===== src/rtl/feat_bram_reader.sv =====
// Feature BRAM reader: credit-limited word reads streamed on AXI-stream, first m_tvalid RD_LAT+2 cycles after start.
// m_tready low stalls new issue only, never in-flight returns; define FEAT_RD_CHECKSUM_EN to add the checksum output.
module feat_bram_reader #(
  parameter int NEW_FEATURE_WIDTH  = 32,
  parameter int NEW_FEATURE_DEPTH  = 43328,
  parameter int NEW_FEATURE_ADDR_W = $clog2(NEW_FEATURE_DEPTH),
  parameter int RD_LAT             = 1,
  parameter int FIFO_DEPTH         = 4
) (
  input  logic                          clk,
  input  logic                          rst,
  input  logic                          start,
  input  logic [NEW_FEATURE_ADDR_W:0]   num_words,
  output logic [NEW_FEATURE_ADDR_W+1:0] feat_bram_addrb,
  output logic                          feat_bram_enb,
  input  logic [NEW_FEATURE_WIDTH-1:0]  feat_bram_dout,
  output logic [NEW_FEATURE_WIDTH-1:0]  m_tdata,
  output logic                          m_tvalid,
  input  logic                          m_tready,
  output logic                          m_tlast,
  output logic                          busy,
  output logic                          done
`ifdef FEAT_RD_CHECKSUM_EN
  ,
  output logic [NEW_FEATURE_WIDTH-1:0]  checksum
`endif
);

  localparam int CW = NEW_FEATURE_ADDR_W + 1;
  localparam int PW = (FIFO_DEPTH > 1) ? $clog2(FIFO_DEPTH) : 1;
  localparam int OW = $clog2(FIFO_DEPTH + 1);
  localparam logic [CW-1:0] MAX_LEN  = CW'(NEW_FEATURE_DEPTH);
  localparam logic [PW-1:0] LAST_PTR = PW'(FIFO_DEPTH - 1);
  localparam logic [OW:0]   CREDITS  = (OW + 1)'(FIFO_DEPTH);

  if (RD_LAT < 1 || RD_LAT > 2) begin : g_bad_rd_lat
    $error("feat_bram_reader: RD_LAT must be 1 or 2");
  end
  if (FIFO_DEPTH < RD_LAT + 2) begin : g_bad_fifo_depth
    $error("feat_bram_reader: FIFO_DEPTH must be at least RD_LAT+2");
  end

  typedef enum logic [1:0] {S_IDLE, S_READ, S_DRAIN, S_DONE} state_t;

  state_t                       state_q;
  logic [CW-1:0]                len_q;
  logic [CW-1:0]                issued_q;
  logic [CW-1:0]                sent_q;
  logic [RD_LAT-1:0]            vld_sr_q;
  logic [RD_LAT-1:0]            vld_sr_d;
  logic [NEW_FEATURE_WIDTH-1:0] mem_q [FIFO_DEPTH];
  logic [PW-1:0]                wr_ptr_q;
  logic [PW-1:0]                rd_ptr_q;
  logic [OW-1:0]                occ_q;
  logic                         done_q;

  logic          issue;
  logic          push;
  logic          pop;
  logic [OW:0]   inflight_d;
  logic [OW:0]   credit_used_d;
  logic [CW-1:0] len_d;

  // Every read still in the BRAM pipeline already owns a FIFO slot.
  always_comb begin
    inflight_d = '0;
    for (int i = 0; i < RD_LAT; i++) begin
      inflight_d = inflight_d + (OW + 1)'(vld_sr_q[i]);
    end
  end

  assign credit_used_d = inflight_d + {1'b0, occ_q};
  assign issue         = (state_q == S_READ) && (issued_q < len_q) && (credit_used_d < CREDITS);
  assign push          = vld_sr_q[RD_LAT-1];
  assign pop           = m_tvalid && m_tready;
  assign len_d         = (num_words > MAX_LEN) ? MAX_LEN : num_words;

  if (RD_LAT == 1) begin : g_sr1
    assign vld_sr_d = issue;
  end else begin : g_srn
    assign vld_sr_d = {vld_sr_q[RD_LAT-2:0], issue};
  end

  assign feat_bram_enb   = issue;
  assign feat_bram_addrb = {issued_q[NEW_FEATURE_ADDR_W-1:0], 2'b00};
  assign m_tvalid        = (occ_q != '0);
  assign m_tdata         = mem_q[rd_ptr_q];
  assign m_tlast         = m_tvalid && (sent_q == len_q - CW'(1));
  assign busy            = (state_q != S_IDLE);
  assign done            = done_q;

  always_ff @(posedge clk) begin
    if (push) begin
      mem_q[wr_ptr_q] <= feat_bram_dout;
    end
  end

  always_ff @(posedge clk) begin
    if (rst) begin
      state_q  <= S_IDLE;
      len_q    <= '0;
      issued_q <= '0;
      sent_q   <= '0;
      vld_sr_q <= '0;
      wr_ptr_q <= '0;
      rd_ptr_q <= '0;
      occ_q    <= '0;
      done_q   <= 1'b0;
    end else begin
      vld_sr_q <= vld_sr_d;
      done_q   <= (state_q == S_DONE);

      if (push) begin
        wr_ptr_q <= (wr_ptr_q == LAST_PTR) ? '0 : wr_ptr_q + PW'(1);
      end
      if (pop) begin
        rd_ptr_q <= (rd_ptr_q == LAST_PTR) ? '0 : rd_ptr_q + PW'(1);
        sent_q   <= sent_q + CW'(1);
      end
      if (push && !pop) begin
        occ_q <= occ_q + OW'(1);
      end else if (!push && pop) begin
        occ_q <= occ_q - OW'(1);
      end

      case (state_q)
        S_IDLE: begin
          if (start) begin
            len_q    <= len_d;
            issued_q <= '0;
            sent_q   <= '0;
            state_q  <= (num_words == '0) ? S_DONE : S_READ;
          end
        end
        S_READ: begin
          if (issue) begin
            issued_q <= issued_q + CW'(1);
            if (issued_q + CW'(1) == len_q) begin
              state_q <= S_DRAIN;
            end
          end
        end
        S_DRAIN: begin
          if (pop && m_tlast) begin
            state_q <= S_DONE;
          end
        end
        S_DONE: begin
          state_q <= S_IDLE;
        end
        default: begin
          state_q <= S_IDLE;
        end
      endcase
    end
  end

`ifdef FEAT_RD_CHECKSUM_EN
  logic [NEW_FEATURE_WIDTH-1:0] checksum_q;

  always_ff @(posedge clk) begin
    if (rst) begin
      checksum_q <= '0;
    end else if ((state_q == S_IDLE) && start) begin
      checksum_q <= '0;
    end else if (pop) begin
      checksum_q <= checksum_q + m_tdata;
    end
  end

  assign checksum = checksum_q;
`endif

endmodule


===== config.mk =====
export PLATFORM = sky130hd
export DESIGN_NAME = feat_bram_reader
export DESIGN_NICKNAME = d
export VERILOG_FILES = /design/src/rtl/feat_bram_reader.sv
export SDC_FILE = /design/constraint.sdc
export NUM_CORES = 1
export LEC_CHECK = 0
export ABC_AREA = 1
export BUFFER_PORTS_ARGS = -buffer_cell sky130_fd_sc_hd__buf_2
export CORE_ASPECT_RATIO = 0.5
export CORE_MARGIN = 2
export CORE_UTILIZATION = 44
export DETAILED_ROUTE_END_ITERATION = 10
export PLACE_DENSITY = 0.65
export SETUP_SLACK_MARGIN = 0.5
export SYNTH_ARGS = -nofsm -noshare
export SYNTH_HDL_FRONTEND = slang
export SYNTH_SLANG_ARGS = --single-unit

===== constraint.sdc =====
create_clock -name clk -period 2.17 [get_ports clk]
set_input_delay 0.1085 -clock clk [delete_from_list [all_inputs] [get_ports clk]]
set_output_delay 0.1085 -clock clk [all_outputs]
set_load 0.01 [all_outputs]

==> metrics <==
cell mode on critical path=buf_6; FP Rows=38; Most used DFF post-synth=edfxtp_1; Netlist cell types=49; Post-Syn Instances=1067; static leakage=5.58 nW; Crit. Startpoint=len_q[1]; Critical R2R Launch=len_q[1]; final instance area=13900 sq um; number of max-cap violations=0; Area growth syn-to-layout=44.9%; post-placement worst setup slack=-0.0154 ns; crit path capture type=flop; Total GRT Usage=25.1%; Clock Tree Buf Depth=2; Ys Warns=0; worst setup margin=-0.228 ns; RePlAce Congestion=0.930; Max Clk Rate=0.417 GHz; CP Class=reg2reg; commonest cells after routing, fill and taps aside=nand2_1 (169), edfxtp_1 (128), buf_2 (103); first-pass GRT wire length=44.2 mm; Slew Limit Fails=0; Final Critical Period=2.40 ns; diodes inserted=0; syn_area_per_cell=9.02 sq um; CP startpoint kind=flop; CTS H-tree lvls=4; Die ar.=23100 sq um; Pwr Density=1220 nW/um^2; multi-input gate area in the final layout=4980 sq um; DRT antenna net count=0; grt total ovfl=0; clock root cell=clkbuf_16; Port Buffers=105; CTS tree=done; Hold Path Class=in2reg; # setup viols final=19; Final Skew=0.0135 ns; synthesized area=9620 sq um; most common cell after layout, fill and taps aside=nand2_1; Seq/Total Area, Yosys=53.3%; HP Start=num_words[11]; core box area=21600 sq um; largest net degree at the start of global routing=33; Num CTS Buffers=17; final wirelength=28.6 mm; sequential cell area=5170 sq um; layout cells sized above 1=38.6%; chip width=213 um; Post-synth ARST share=0%; Peak VDD IR=622 uV; Slew headroom=63.6%; vias=8597; Filler cells=1723; Crit path largest cell delay=0.34 ns; io pins=108; via/cell ratio=5.29; # clock sinks=192; vias in the first global route=8472; crit-path cells=inv_4 > buf_6 > buf_6 > ha_4 > a21oi_2 > nor2_1 > o21ai_1 > nand2_1 > nand2_1 > nand4_1 > or2_4 > buf_6 > o21ai_4 > buf_6 > buf_12 > nand3_2 > nand2_1 > a21oi_1; starting density of the core=44.6%; worst-skew pair later-pin latency=0.44 ns; chip height=109 um; clk slew on worst S/H paths=0.07 ns; Slowest-stage cell, CP=dfxtp_2; DPL Wire Length=17.3 mm; measured slew at the worst slew-check pin=0.541 ns; outcome=complete, but fails checks; Arr. time, crit path=2.73 ns; period utilization=111%; DR pass1 iterations=5; placed cell area=10900 sq um; First DRT Iteration DRCs=481; Residual DRC=0; number of cells on the worst hold path=3; number of synthesized flops with an enable pin=128; RSZ-0062 raised after global routing=true; Critical Path Fanout Max=5; R2R cell count=18; number of synthesized register bits=192; Worst EP required=2.50 ns; initial antenna violation count=0; failing checks=setup timing; Final Hold Vio Count=0; number of nets in the layout=1396; Routed wire per std cell=17.6 um
==> power breakdown <==
group	total, mW	switching [mW]	internal [mW]
sequential	4.68	0.345	4.34
clock	3.19	1.55	1.64
combinational	9.20	5.10	4.10
==> layer usage <==
metal	track usage [%]	vias to the layer above	share of wire, %
li1	-	4136	-
met1	33.5	4153	45
met2	42.8	265	48
met3	3.46	43	5.1
met4	7.94	0	2.0
met5	0	-	0
==> critical path, delay by kind of cell (launching register included) <==
kind / cells / cell delay, ns
buf+inv: 6 / 0.70
simple gates: 7 / 0.70
compound gates: 4 / 0.42
fa+ha+maj: 1 / 0.14
flops: 1 / 0.34
==> final timing paths <==
kind                 endpoint  slack [ns]
setup / recovery  issued_q[8]       -0.23
hold / removal      len_q[11]        0.04
setup reg to reg  issued_q[8]       -0.23
hold reg to reg     len_q[16]        0.50
==> synthesized netlist by cell type, types with 2 or more instances <==
cell type	n	area share, %
nand3_1	75	3.9
a21oi_1	34	1.8
nand2_2	2	0.13
o22ai_1	37	2.4
dfxtp_1	64	13
xor2_1	16	1.5
nor4_1	4	0.26
ha_1	30	3.9
nand2_1	188	7.3
nor2_1	145	5.7
o21ai_2	2	0.18
nor2_4	5	0.59
buf_6	2	0.23
nand3_2	5	0.52
clkbuf_1	25	0.98
nor2_2	6	0.39
or2_1	2	0.13
nand4_1	24	1.6
inv_1	98	3.8
nor3_1	5	0.26
inv_2	3	0.12
edfxtp_1	128	40
a31oi_1	3	0.20
nand3_4	2	0.36
buf_1	4	0.16
nand3b_1	7	0.55
xnor2_1	14	1.3
buf_4	18	1.4
o21ai_0	97	5.0
nand2_4	2	0.23
clkinv_1	2	0.078
==> cell families after synthesis <==
kind of cell / synth area share, %
AOI/OAI and AO/OA: 10.3
xor gates and xnor gates: 2.96
and+or+nand+nor: 22.4
adders and majority gates: 4.11
DFF: 53.3
other: 0.0390
buffers and inverters: 6.84
==> stage by stage <==
| stage | hold slack (ns) | setup TNS (ns) | power [mW] | util, % | cells |
|---|---|---|---|---|---|
| floorplan | 0.207 | 0 | 8.53 | - | 1068 |
| global placement | 0.321 | -0.0622 | 10.3 | 50.5 | 1480 |
| detailed placement | 0.327 | -0.0154 | 10.5 | 50.5 | 1480 |
| CTS | 0.00882 | -3.28 | 16.4 | 61.9 | 1607 |
| global route | 0.0367 | -6.04 | 18.0 | 64.6 | 1625 |
| finish | 0.0411 | -3.72 | 17.1 | 64.6 | 1625 |
==> sequential cells by signal, indices dropped and copies added (netlist names), named ones only <==
signal and count:
occ_q 3, len_q 17, issued_q 17, wr_ptr_q 2
rd_ptr_q 2, done 1, state_q 2, mem_q 128
push 1, sent_q 17
==> final cells by class <==
type                            instances  area share, %
Inverter                              104           3.10
Clock inverter                         14           1.18
Clock buffer                           18           3.08
Sequential cell                       192           37.1
Tap cell                              300           2.69
Timing Repair Buffer                  272           17.1
Multi-Input combinational cell        725           35.7
==> what timing repair did <==
action,CTS,global route
cloned,13,0
buffers inserted,36,18
hold buffers,46,0
setup endpoints to repair,69,86
pin swaps,107,51
endpoints found under the hold margin,141,0
resized for setup,228,112
No activity file was read; power rests on OpenSTA's default activity.
